[config.mk]
export PLATFORM = sky130hd
export DESIGN_NAME = serial_adder_n_flat
export DESIGN_NICKNAME = d
export VERILOG_FILES = /design/src/rtl/serial_adder_n_pkg.sv /design/src/rtl/serial_adder_n_if.sv /design/src/rtl/serial_adder_n_slice.sv /design/src/rtl/serial_adder_n.sv /design/src/flat_wrapper.sv
export SDC_FILE = /design/constraint.sdc
export NUM_CORES = 1
export LEC_CHECK = 0
export ABC_AREA = 1
export CORE_UTILIZATION = 57
export DETAILED_ROUTE_END_ITERATION = 8
export DONT_BUFFER_PORTS = 1
export HOLD_SLACK_MARGIN = 0.08
export PLACE_DENSITY = 0.69
export SYNTH_ARGS = -nofsm -noshare
export SYNTH_HDL_FRONTEND = slang
export SYNTH_SLANG_ARGS = --single-unit
[constraint.sdc]
create_clock -name clk -period 1.4 [get_ports clk]
set_input_delay 0.28 -clock clk [delete_from_list [all_inputs] [get_ports clk]]
set_output_delay 0.28 -clock clk [all_outputs]
set_load 0.01 [all_outputs]
[src/rtl/serial_adder_n_pkg.sv]
// ============================================================================
// Module : serial_adder_n_pkg
// Brief  : Shared types and helpers for the serial N-bit adder.
// Rev    : 1.0  initial release
// ============================================================================
`default_nettype none

package serial_adder_n_pkg;

  // Two-bit state encoding. Completion is a registered pulse, not a state.
  typedef enum logic [1:0] {
    ST_IDLE = 2'b00,
    ST_RUN  = 2'b01
  } state_t;

  // Number of slice passes needed to cover the full operand width.
  function automatic int num_steps(input int width, input int step);
    return width / step;
  endfunction

endpackage

`default_nettype wire

[src/rtl/serial_adder_n_if.sv]
// ============================================================================
// Module : serial_adder_n_if
// Brief  : Start/busy/done handshake and operand/result bus of the adder.
// Rev    : 1.0  initial release
// ============================================================================
`default_nettype none

interface serial_adder_n_if #(
  parameter int WIDTH = 8
);
  logic             start;
  logic [WIDTH-1:0] a;
  logic [WIDTH-1:0] b;
  logic             ci;
  logic             busy;
  logic             done;
  logic [WIDTH-1:0] s;
  logic             co;

  // Controller side: issues requests, observes status and result.
  modport master (
    output start, a, b, ci,
    input  busy, done, s, co
  );

  // Adder side.
  modport slave (
    input  start, a, b, ci,
    output busy, done, s, co
  );
endinterface

`default_nettype wire

[src/rtl/serial_adder_n_slice.sv]
// ============================================================================
// Module : serial_adder_n_slice
// Brief  : Combinational STEP-bit ripple adder built from one-bit full adders.
// Rev    : 1.0  initial release
// ============================================================================
`default_nettype none

module serial_adder_n_slice #(
  parameter int STEP = 1
) (
  input  logic [STEP-1:0] a,
  input  logic [STEP-1:0] b,
  input  logic            ci,
  output logic [STEP-1:0] s,
  output logic            co
);
  logic [STEP:0] w_c;

  assign w_c[0] = ci;

  for (genvar i = 0; i < STEP; i++) begin : g_fa
    assign s[i]     = a[i] ^ b[i] ^ w_c[i];
    assign w_c[i+1] = (a[i] & b[i]) | (w_c[i] & (a[i] ^ b[i]));
  end

  assign co = w_c[STEP];

endmodule

`default_nettype wire

[src/rtl/serial_adder_n.sv]
// ============================================================================
// Module : serial_adder_n
// Brief  : Multi-cycle WIDTH-bit adder (a + b + ci), STEP bits per clock,
//          with start/busy/done handshake. Results update only on completion.
// Rev    : 1.0  initial release
// ============================================================================
`default_nettype none

module serial_adder_n
  import serial_adder_n_pkg::*;
#(
  parameter int WIDTH = 8,
  parameter int STEP  = 1
) (
  input logic             clk,
  input logic             rst,
  serial_adder_n_if.slave bus
);
  localparam int NSTEPS = num_steps(WIDTH, STEP);
  localparam int CNT_W  = $clog2(NSTEPS) + 1;
  localparam logic [CNT_W-1:0] CNT_LAST = CNT_W'(NSTEPS - 1);

  if (WIDTH < 1 || STEP < 1 || STEP > WIDTH || (WIDTH % STEP) != 0) begin : g_bad_params
    $error("serial_adder_n: STEP must divide WIDTH and satisfy 1 <= STEP <= WIDTH");
  end

  state_t             r_state;
  state_t             w_state_nx;
  logic               w_accept;
  logic               w_last;
  logic [WIDTH-1:0]   r_a;
  logic [WIDTH-1:0]   r_b;
  logic [WIDTH-1:0]   r_res;
  logic               r_carry;
  logic [CNT_W-1:0]   r_cnt;
  logic [WIDTH-1:0]   r_s;
  logic               r_co;
  logic               r_done;
  logic [STEP-1:0]    w_sum;
  logic               w_slice_co;
  // Slice sum concatenated above the result: the upper WIDTH bits are the
  // result shifted right by STEP with the new sum in the top. Written this
  // way so STEP == WIDTH needs no degenerate part-select.
  logic [WIDTH+STEP-1:0] w_res_cat;

  serial_adder_n_slice #(.STEP(STEP)) u_slice (
    .a  (r_a[STEP-1:0]),
    .b  (r_b[STEP-1:0]),
    .ci (r_carry),
    .s  (w_sum),
    .co (w_slice_co)
  );

  assign w_res_cat = {w_sum, r_res};

  // State register.
  always_ff @(posedge clk or posedge rst) begin
    if (rst) r_state <= ST_IDLE;
    else     r_state <= w_state_nx;
  end

  // Next-state: accept a start only when idle, finish on the last slice pass.
  always_comb begin
    w_state_nx = r_state;
    w_accept   = 1'b0;
    w_last     = 1'b0;
    case (r_state)
      ST_IDLE: begin
        if (bus.start) begin
          w_accept   = 1'b1;
          w_state_nx = ST_RUN;
        end
      end
      ST_RUN: begin
        if (r_cnt == CNT_LAST) begin
          w_last     = 1'b1;
          w_state_nx = ST_IDLE;
        end
      end
      default: w_state_nx = ST_IDLE;
    endcase
  end

  // Operand/result shift registers, carry, pass counter and output registers.
  always_ff @(posedge clk or posedge rst) begin
    if (rst) begin
      r_a     <= '0;
      r_b     <= '0;
      r_res   <= '0;
      r_carry <= 1'b0;
      r_cnt   <= '0;
      r_s     <= '0;
      r_co    <= 1'b0;
      r_done  <= 1'b0;
    end else begin
      r_done <= w_last;
      if (w_accept) begin
        r_a     <= bus.a;
        r_b     <= bus.b;
        r_res   <= '0;
        r_carry <= bus.ci;
        r_cnt   <= '0;
      end else if (r_state == ST_RUN) begin
        r_a     <= r_a >> STEP;
        r_b     <= r_b >> STEP;
        r_res   <= w_res_cat[WIDTH+STEP-1:STEP];
        r_carry <= w_slice_co;
        r_cnt   <= r_cnt + CNT_W'(1);
        if (w_last) begin
          r_s  <= w_res_cat[WIDTH+STEP-1:STEP];
          r_co <= w_slice_co;
        end
      end
    end
  end

  assign bus.busy = (r_state == ST_RUN);
  assign bus.done = r_done;
  assign bus.s    = r_s;
  assign bus.co   = r_co;

endmodule

`default_nettype wire
[src/flat_wrapper.sv]
// flat-port wrapper written by rule: the top's interface ports become plain ports
module serial_adder_n_flat import serial_adder_n_pkg::*;
#(
  parameter int WIDTH = 8,
  parameter int STEP  = 1
)
  (clk, rst, bus_start, bus_a, bus_b, bus_ci, bus_busy, bus_done, bus_s, bus_co);
  serial_adder_n_if #(.WIDTH(WIDTH)) bus_i ();
  input logic clk;
  input logic rst;
  input wire logic [$bits(bus_i.start)-1:0] bus_start;
  input wire logic [$bits(bus_i.a)-1:0] bus_a;
  input wire logic [$bits(bus_i.b)-1:0] bus_b;
  input wire logic [$bits(bus_i.ci)-1:0] bus_ci;
  output wire logic [$bits(bus_i.busy)-1:0] bus_busy;
  output wire logic [$bits(bus_i.done)-1:0] bus_done;
  output wire logic [$bits(bus_i.s)-1:0] bus_s;
  output wire logic [$bits(bus_i.co)-1:0] bus_co;
  assign bus_i.start = bus_start;
  assign bus_i.a = bus_a;
  assign bus_i.b = bus_b;
  assign bus_i.ci = bus_ci;
  assign bus_busy = bus_i.busy;
  assign bus_done = bus_i.done;
  assign bus_s = bus_i.s;
  assign bus_co = bus_i.co;
  serial_adder_n #(.WIDTH(WIDTH), .STEP(STEP)) u_core (.clk(clk), .rst(rst), .bus(bus_i));
endmodule
Word-level counts from Yosys, hierarchy flattened
Cells that the tools add are included.
{ "word_totals": {"reg_bits": 41} }
{ "op_classes": {"add_sub_neg": 1, "n_eq_ne": 4, "muxes": 17, "bitwise": 6, "reduce_logical": 4} }
{ "ops": {"columns": ["operator", "n"], "rows": [
  ["2-to-1 mux 8 bit", 6],
  ["2-to-1 mux 4 bit", 2],
  ["2-to-1 mux 1 bit", 6],
  ["adder 4 x 1 -> 4 bit, second input constant", 1],
  ["equality test 4 x 3 -> 1 bit, second input constant", 1],
  ["2-to-1 mux 2 bit", 2],
  ["case mux 2 bit (2 select lines)", 1],
  ["AND reduction 3 bit", 1],
  ["bitwise AND 1 bit", 2],
  ["equality test 2 x 1 -> 1 bit, second input constant", 1],
  ["logical NOT 2 bit", 1],
  ["inequality test 2 x 1 -> 1 bit, second input constant", 1],
  ["inequality test 2 bit, second input constant", 1],
  ["AND reduction 2 bit", 1],
  ["nonzero test 2 bit", 1],
  ["bitwise XOR 1 bit", 2],
  ["NOT 1 bit", 1],
  ["bitwise OR 1 bit", 1]
]} }

Longest topological paths before layout
Gate-level depths: netlist of run 1.
{ "depth": {"word_depth": 5, "ltp_mapped": 6, "ltp_nobuf": 6} }

Hierarchy
From an unflattened synthesis of run 1, not the netlist that was laid out.
{ "hier_totals": {"cells_unflattened": 184, "hier_area_um2": 1630.3} }
{ "by_module_without_submodules": {"columns": ["module", "instances", "cells_each", "area_per_inst_um2", "seq_area_each_um2"], "rows": [
  ["serial_adder_n", 1, 183, 1610.3, 975.9],
  ["serial_adder_n_slice", 1, 1, 20.0, 0.0]
]} }

Least setup slack after synthesis of run 1
No wires, ideal clock.
{ "synth_timing": {"path_kind": "register to register", "startpoint": "register u_core.r_a[0]", "endpoint": "register u_core.r_s[7] (netlist: u_core.bus.s[7])", "setup_ns": 0.066, "arrival_time_ns": 1.059, "required_time_ns": 1.334, "slack_ns": 0.275, "path_stages_with_launch": 4, "synth_period_minus_slack_ns": 1.125, "cell_sequence": "dfrtp_1 > fa_1 > nand3_1 > nand2_1"} }
{ "synth_via": {"elab_chain_len": 2} }
{ "synth_rtl": {"columns": ["element", "line_no", "text"], "rows": [
  ["start, declared", "serial_adder_n.sv:31", "logic [WIDTH-1:0] r_a;"],
  ["start signal, assigned", "serial_adder_n.sv:98", "r_a <= bus.a;"],
  ["start signal, assigned", "serial_adder_n.sv:104", "r_a <= r_a >> STEP;"],
  ["bitwise XOR 1 bit (2 in a row)", "serial_adder_n_slice.sv:22", "assign s[i] = a[i] ^ b[i] ^ w_c[i];"],
  ["named net u_core.u_slice.s", "serial_adder_n_slice.sv:14", "output logic [STEP-1:0] s,"],
  ["end signal, assigned", "serial_adder_n.sv:110", "r_s <= w_res_cat[WIDTH+STEP-1:STEP];"],
  ["end, declared", "serial_adder_n.sv:36", "logic [WIDTH-1:0] r_s;"]
]} }
The timed path passes the listed nets, and every way through them passes these cells.
A chain may end at the register's enable or synchronous reset.

Worst setup path in the final report of run 1
{ "layout_timing": {"startpoint": "register u_core.r_state[0]", "endpoint": "output bus_busy"} }
{ "layout_via": {"elab_chain_len": 1} }
{ "layout_rtl": {"columns": ["element", "line_no", "text"], "rows": [
  ["start, declared", "serial_adder_n.sv:27", "state_t r_state;"],
  ["start signal, assigned", "serial_adder_n.sv:59", "else r_state <= w_state_nx;"],
  ["equality test 2 x 1 -> 1 bit", "serial_adder_n.sv:117", "assign bus.busy = (r_state == ST_RUN);"],
  ["end, declared", "flat_wrapper.sv:15", "output wire logic [$bits(bus_i.busy)-1:0] bus_busy;"]
]} }
Every way passes these cells.

==> results of run 1 <==
==> synth_stat cells (all sizes together) <==
library cell,n
buf,6
fa,1
nand3,26
a21oi,1
dfrtp,39
ha,1
inv,15
nor2,3
o22ai,5
nand2,83
o21ai,4
==> cell type report <==
type | count | area (um2) | share of cell area, %
timing repair buffer | 23 | 217.7 | 11.13
tap | 31 | 38.79 | 1.983
clock inverter | 3 | 67.56 | 3.455
multi-input combinational | 124 | 561.8 | 28.73
sequential | 39 | 975.9 | 49.90
clock buffer | 5 | 37.54 | 1.919
inverter | 15 | 56.30 | 2.879
==> logic make-up after synthesis <==
kind of cell,after synthesis
AND/OR/NAND/NOR,112
flip-flops,39
buffers and inverters,21
AO/OA/AOI/OAI,10
adder cells (fa/ha/maj),2
==> power by group <==
group / internal, uW / switching (uW) / leakage (uW)
Clock: 555 / 379 / 0.0000514
Combinational: 422 / 692 / 0.000449
Sequential: 1540 / 327 / 0.000512
==> worst min path at each step <==
stage	start	end	slack [ps]	cells past startpoint
after global routing	bus_start	u_core.r_state[0]	90	2
final	bus_start	u_core.r_cnt[1]	90	3
after CTS	bus_start	u_core.r_cnt[3]	90	3
after global placement	rst	u_core.r_a[4]	300	2
after detailed placement	rst	u_core.r_a[4]	310	2
after floorplan	bus_a[7]	u_core.r_a[7]	390	2
==> placed cells by master, fill, tap and decap left out <==
| cell type | count |
|---|---|
| sky130_fd_sc_hd__a21oi_1 | 1 |
| sky130_fd_sc_hd__o21ai_0 | 4 |
| sky130_fd_sc_hd__buf_4 | 5 |
| sky130_fd_sc_hd__clkinvlp_4 | 1 |
| sky130_fd_sc_hd__o22ai_1 | 5 |
| sky130_fd_sc_hd__fa_1 | 1 |
| sky130_fd_sc_hd__nor2_4 | 1 |
| sky130_fd_sc_hd__nand2_1 | 81 |
| sky130_fd_sc_hd__nor2_2 | 1 |
| sky130_fd_sc_hd__dfrtp_1 | 39 |
| sky130_fd_sc_hd__nand2_4 | 1 |
| sky130_fd_sc_hd__bufinv_16 | 2 |
| sky130_fd_sc_hd__dlygate4sd3_1 | 18 |
| sky130_fd_sc_hd__inv_1 | 11 |
| sky130_fd_sc_hd__nand2_2 | 1 |
| sky130_fd_sc_hd__nor2_1 | 1 |
| sky130_fd_sc_hd__clkbuf_4 | 5 |
| sky130_fd_sc_hd__inv_2 | 4 |
| sky130_fd_sc_hd__ha_1 | 1 |
| sky130_fd_sc_hd__nand3_1 | 26 |
==> sequential cells by signal, summed over array words and instances (netlist names) <==
| signal | count |
|---|---|
| u_core.r_res | 7 |
| u_core.r_b | 8 |
| u_core.r_state | 1 |
| u_core.bus.done | 1 |
| u_core.r_cnt | 4 |
| u_core.bus.co | 1 |
| u_core.bus.s | 8 |
| u_core.r_carry | 1 |
| u_core.r_a | 8 |
==> through the flow <==
stage          power, uW  hold WS [ps]  utilization (%)
2_1_floorplan       2728         389.6                -
3_3_place_gp        2883         303.5            60.82
3_5_place_dp        2950         309.6            60.82
4_1_cts             3931         87.47            71.26
5_1_grt             4215         88.86            71.53
6_report            3918         93.05            71.53
==> what timing repair did <==
action                                 in CTS  in global routing
gates resized for setup                     0                  2
hold buffers                               18                  0
setup endpoints to repair                   0                  9
endpoints found under the hold margin      56                  0
setup buffers                               0                  0
==> metal layers <==
metal | GRT usage [%] | share of wire [%] | vias up | wire length, um
li1 | - | - | 632 | -
met2 | 36.32 | 47 | 52 | 1426
met5 | 0 | 0 | - | 0
met1 | 27.72 | 44 | 602 | 1332
met4 | 11.79 | 2.8 | 0 | 85
met3 | 7.728 | 5.9 | 8 | 178
==> results.toml, run 1 <==
[status]
outcome = "complete, no violations"

[worst_setup_path]
critPathTopFamily = "flip-flops"
regToRegEndpoint = "u_core.r_b[4]"
worst-path-stages = 1
criticalPathCategory = "register to output pin"
crit_end = "bus_busy"
reg2reg_setup_slack_ps = 130
cp_slowest_cell = "sky130_fd_sc_hd__dfrtp_1"
critical_path_peak_fanout = 5
crit_buf_inv = 1
critPathMaxStageDelay_ps = 480
critPathLaunch = "u_core.r_state[0]"
cp.arrival_ps = 1040
r2r.worst_path.cells = 5
worst_setup_path_start_kind = "register"
worst-endpoint-required_ps = 1120
regToRegStartpoint = "u_core.r_state[0]"
cp_cell_instances = "buf_4"
cp-end-kind = "output pin"

[timing]
finalSetupViolations = 0
finalCritPeriodShare_pct = 94.30
final_critical_path_setup_slack_ps = 79.83
slew-limit-headroom_pct = 68.36
timing.final.max_slew_violations = 0
post_route_setup_tns_ps = 0
timing.final.crit_period_ps = 1320
finalHoldViolations = 0
fmaxAchievable_mhz = 757.5
worst-slew-pin-transition_ps = 474.6
skew_ps = 7.271
rsz_0062_raised_after_global_routing = "false"

[cells_and_area]
finish.instance_area_um2 = 1956
final_non_filler_cells = 240
fill_cells = 216
syn_to_final_growth_pct = 19.59
final_layout_size_suffix_gt1_share_pct = 10.05
antennaDiodeCount = 0
nets = 230

[yosys]
synthMuxAreaShare_pct = 0
synthesis.area_per_instance_um2 = 8.888
synth.yosys.warnings = 0
netlist_area_um2 = 1635
synth.ff_latch_count = 39
synthDominantAreaCellType = "sky130_fd_sc_hd__dfrtp_1"
top_area_cell_type_share_of_the_netlist_area_pct = 59.68
synthSimpleGateAreaFrac_pct = 28.46
netlist_instances = 184
synth_top_family_by_area = "simple AND/OR/NAND/NOR gates"
synth_sequential_area_ratio_pct = 59.68
yosys.area_share.xor_xnor_pct = 0
synthAdderAreaFrac_pct = 1.989
synthTopCellsByArea = "sky130_fd_sc_hd__dfrtp_1 (60%), sky130_fd_sc_hd__nand2_1 (19%), sky130_fd_sc_hd__nand3_1 (8.0%)"
netlist-cell-type-count = 15
synth-compound-area-share_pct = 3.443
synthesis.nets = 206

[min_path]
min_path_type = "input pin to register"

[power_and_ir_drop]
leakage_uw = 0.001012
worst_ir_drop_vdd_uv = 1626
power-per-cell-area_nw_per_um2 = 2003

[placed_design]
dp.cells = 214
pre_cts_slack_ps = 144.4
count_of_buffers_inserted_at_the_top_level_ports = 0
placed_area_um2 = 1663
gpl_congestion = 0.8035
dp_hpwl_um = 2026

[drt]
via_per_inst = 5.392
route.antenna.remaining_nets = 0
dr_total_vias = 1294
drt-pass1-iter-count = 4
drc_errors = 0
routed_wl_um = 3022
route.detailed.wl_per_inst_um = 12.59
detail_route.iter0.violations = 73

[grt]
first_global_vias = 1242
grt_overflow = 0
grt_max_degree = 40
grt_antenna_before_repair = 0
groute.usage.overall_pct = 22.87
wire_length_of_the_first_global_routing_pass_um = 5375

[floorplan]
placementRows = 19
die_width_um = 55.56
floorplan.die.height_um = 55.56
initial_utilization_pct = 59.82
core_region_area_um2 = 2734
floorplan.io_pins = 31
fp.dieArea_um2 = 3087

[cts]
clock_tree.root_cell = "sky130_fd_sc_hd__clkbuf_4"
cts_num_sinks = 39
number_of_cts_inserted_buffers = 5
clockBufferDepth = 2
cts_tree = "done"
clk_pin_slew_ps = 120
number_of_h_tree_levels = 2
insertion_delay_ps = 350

[job]
drv_cap = 0
(Power assumes the default switching activity.)
==> run 2, diff against run 1 <==
--- a/config.mk
+++ b/config.mk
@@ -5,12 +5,11 @@
 export SDC_FILE = /design/constraint.sdc
 export NUM_CORES = 1
 export LEC_CHECK = 0
-export ABC_AREA = 1
 export CORE_UTILIZATION = 57
 export DETAILED_ROUTE_END_ITERATION = 8
 export DONT_BUFFER_PORTS = 1
 export HOLD_SLACK_MARGIN = 0.08
-export PLACE_DENSITY = 0.69
+export PLACE_DENSITY = 0.72
 export SYNTH_ARGS = -nofsm -noshare
 export SYNTH_HDL_FRONTEND = slang
 export SYNTH_SLANG_ARGS = --single-unit
==> run 2 against run 1 <==
The flow now finishes with violations (design-rule violations). Highest routed layer unchanged. Cell count shrank 24%. Critical path depth grew 1. Setup slack gained 33 ps. Non-clock buffer count shrank 17. Sequential cell count is the same. Global-route usage shrank 2.5 points. Worst hold slack gained 4.3 ps. Die area grew 4.1%. Core utilization shrank 6.5 points. Power shrank 6.1%. Via count shrank 18%.
==> results.toml, run 2 <==
[status]
outcome = "finished, violations left"
failing_checks = "design-rule violations"

[worst_setup_path]
criticalPathCategory = "register to register"
worst_setup_path_start_kind = "register"
cp-end-kind = "register"
cp.arrival_ps = 1530
critical_path_peak_fanout = 2
worst-endpoint-required_ps = 1640

[floorplan]
core_region_area_um2 = 2805
floorplan.die.height_um = 56.68
floorplan.io_pins = 31
fp.dieArea_um2 = 3213
die_width_um = 56.68
placementRows = 19
initial_utilization_pct = 60.75

[timing]
timing.final.crit_period_ps = 1287
rsz_0062_raised_after_global_routing = "false"
post_route_setup_tns_ps = 0
fmaxAchievable_mhz = 777.2
slew-limit-headroom_pct = 67.03
finalSetupViolations = 0
skew_ps = 9.828
holdWs_ps = 97.35
timing.final.max_slew_violations = 0
finalHoldViolations = 0
final_critical_path_setup_slack_ps = 113.3
worst-slew-pin-transition_ps = 494.6
finalCritPeriodShare_pct = 91.91

[yosys]
synth.yosys.warnings = 0
synthDominantAreaCellType = "sky130_fd_sc_hd__dfrtp_1"
synthMostInstantiatedCell = "sky130_fd_sc_hd__dfrtp_1"
dominantRegCellSynth = "sky130_fd_sc_hd__dfrtp_1"
top_area_cell_type_share_of_the_netlist_area_pct = 57.27
netlist_area_um2 = 1704
netlist-cell-type-count = 22
synth.ff_latch_count = 39
synth_sequential_area_ratio_pct = 57.27
netlist_instances = 145
asyncSetResetFlopFracSynth_pct = 100.0
synthesis.nets = 167
yosys-top-cells-count = "sky130_fd_sc_hd__dfrtp_1 (39), sky130_fd_sc_hd__nand2_1 (23), sky130_fd_sc_hd__o21ai_0 (23)"
synthesis.area_per_instance_um2 = 11.75
synth_enable_flop_cells = 0
synthTopCellsByArea = "sky130_fd_sc_hd__dfrtp_1 (57%), sky130_fd_sc_hd__mux2i_1 (11%), sky130_fd_sc_hd__o21ai_0 (6.8%)"

[cells_and_area]
fill_cells = 249
final_layout_size_suffix_gt1_share_pct = 14.57
syn_to_final_growth_pct = 7.122
final_common_cell = "sky130_fd_sc_hd__dfrtp_1"
mostFrequentLayoutCells = "sky130_fd_sc_hd__dfrtp_1 (39), sky130_fd_sc_hd__nand2_1 (23), sky130_fd_sc_hd__o21ai_0 (23), sky130_fd_sc_hd__mux2i_1 (18), sky130_fd_sc_hd__mux2_2 (9)"
nets = 172
antennaDiodeCount = 0
finish.instance_area_um2 = 1826
multi_input_area_um2 = 684.4
register_area_um2 = 975.9

[grt]
grt_overflow = 0
grt_antenna_before_repair = 0
grt_max_degree = 40
first_global_vias = 1089
groute.usage.overall_pct = 20.39
wire_length_of_the_first_global_routing_pass_um = 4816

[cts]
number_of_cts_inserted_buffers = 5
post_cts.repair.setup_buffers = 0
clk_pin_slew_ps = 110
number_of_h_tree_levels = 2
cts_num_sinks = 39
clockBufferDepth = 2
cts_tree = "done"
insertion_delay_ps = 350
clock_tree.root_cell = "sky130_fd_sc_hd__clkbuf_4"

[drt]
drc_errors = 2
dr_total_vias = 1066
via_per_inst = 5.857
drt-pass1-iter-count = 6
route.detailed.wl_per_inst_um = 15.76
routed_wl_um = 2868
detail_route.iter0.violations = 20
route.antenna.remaining_nets = 0

[power_and_ir_drop]
leakage_uw = 0.0008769
totalPowerFinal_uw = 3679
worst_ir_drop_vdd_uv = 1006
power-per-cell-area_nw_per_um2 = 2015

[min_path]
min_path_type = "input pin to register"

[job]
drv_cap = 0

[placed_design]
placed_area_um2 = 1715
gpl_congestion = 0.6867
dp_hpwl_um = 1800
count_of_buffers_inserted_at_the_top_level_ports = 0
pre_cts_slack_ps = 48.73
## run 2: logic make-up (layout without fill, tap and decap cells)
logic type / after synthesis / in the layout / share of synthesized area, %
AND/OR/NAND/NOR: 39 / 40 / 11.45
multiplexers: 27 / 27 / 16.52
XOR/XNOR: 2 / 2 / 1.028
flip-flops: 39 / 39 / 57.27
buffers and inverters: 11 / 16 / 4.112
adder cells (fa/ha/maj): 2 / 2 / 1.909
AO/OA/AOI/OAI: 25 / 25 / 7.709
## run 2: final timing paths
path                                from              end  slack (ps)  cells after the start
max                        u_core.r_a[0]  u_core.bus.s[7]         110                      2
min                             bus_b[7]    u_core.r_b[7]         100                      2
max reg2reg                u_core.r_a[0]  u_core.bus.s[7]         110                      2
min reg2reg                u_core.r_b[1]    u_core.r_b[0]         500                      2
max in group asynchronous            rst    u_core.r_a[2]         560                      3
min in group asynchronous            rst    u_core.r_a[7]         480                      3
## run 2: critical path: stages, from the launching register on
cell                      delay [ps]
sky130_fd_sc_hd__dfrtp_1         420
sky130_fd_sc_hd__fa_1            490
sky130_fd_sc_hd__mux2_2          270
## run 2: area by class of cell
cell class              instances  area share [%]
flip-flops and latches         39           53.46
clock inverters                 2          0.6854
clock buffers                   6           2.262
inverters                       2          0.4112
repair buffers                  6           3.564
multi-input cells              96           37.49
well taps                      31           2.125
## run 2: per-stage QoR
stage               cells  utilization [%]
floorplan             145                -
global route          182            65.08
CTS                   181            64.14
finish                182            65.08
global placement      170            61.15
detailed placement    170            61.15
## run 2: repair_timing
item	in CTS	in global routing
setup endpoints to repair	0	7
hold buffers	3	0
resized for setup	0	2
hold endpoints to repair	48	0
## run 2: report_power, final
group | internal, uW | switching (uW) | leakage [uW]
Sequential | 1570 | 407 | 0.000509
Combinational | 586 | 553 | 0.000340
Clock | 194 | 364 | 0.0000282
## run 2: routing by layer
| layer | global-route usage (%) | vias up | wire, um | share of wire (%) |
|---|---|---|---|---|
| met5 | 0 | - | 0 | 0 |
| met4 | 6.429 | 0 | 40 | 1.4 |
| met3 | 8.295 | 5 | 201 | 7.0 |
| met2 | 33.33 | 34 | 1362 | 47 |
| met1 | 24.54 | 524 | 1263 | 44 |
| li1 | - | 503 | - | - |
==> run 3, diff against run 2 <==
--- a/config.mk
+++ b/config.mk
@@ -5,6 +5,7 @@
 export SDC_FILE = /design/constraint.sdc
 export NUM_CORES = 1
 export LEC_CHECK = 0
+export CAP_MARGIN = 20
 export CORE_UTILIZATION = 57
 export DETAILED_ROUTE_END_ITERATION = 8
 export DONT_BUFFER_PORTS = 1
==> results of run 3 <==
The final DEF is identical to that of run 2; final timing and power are the same.
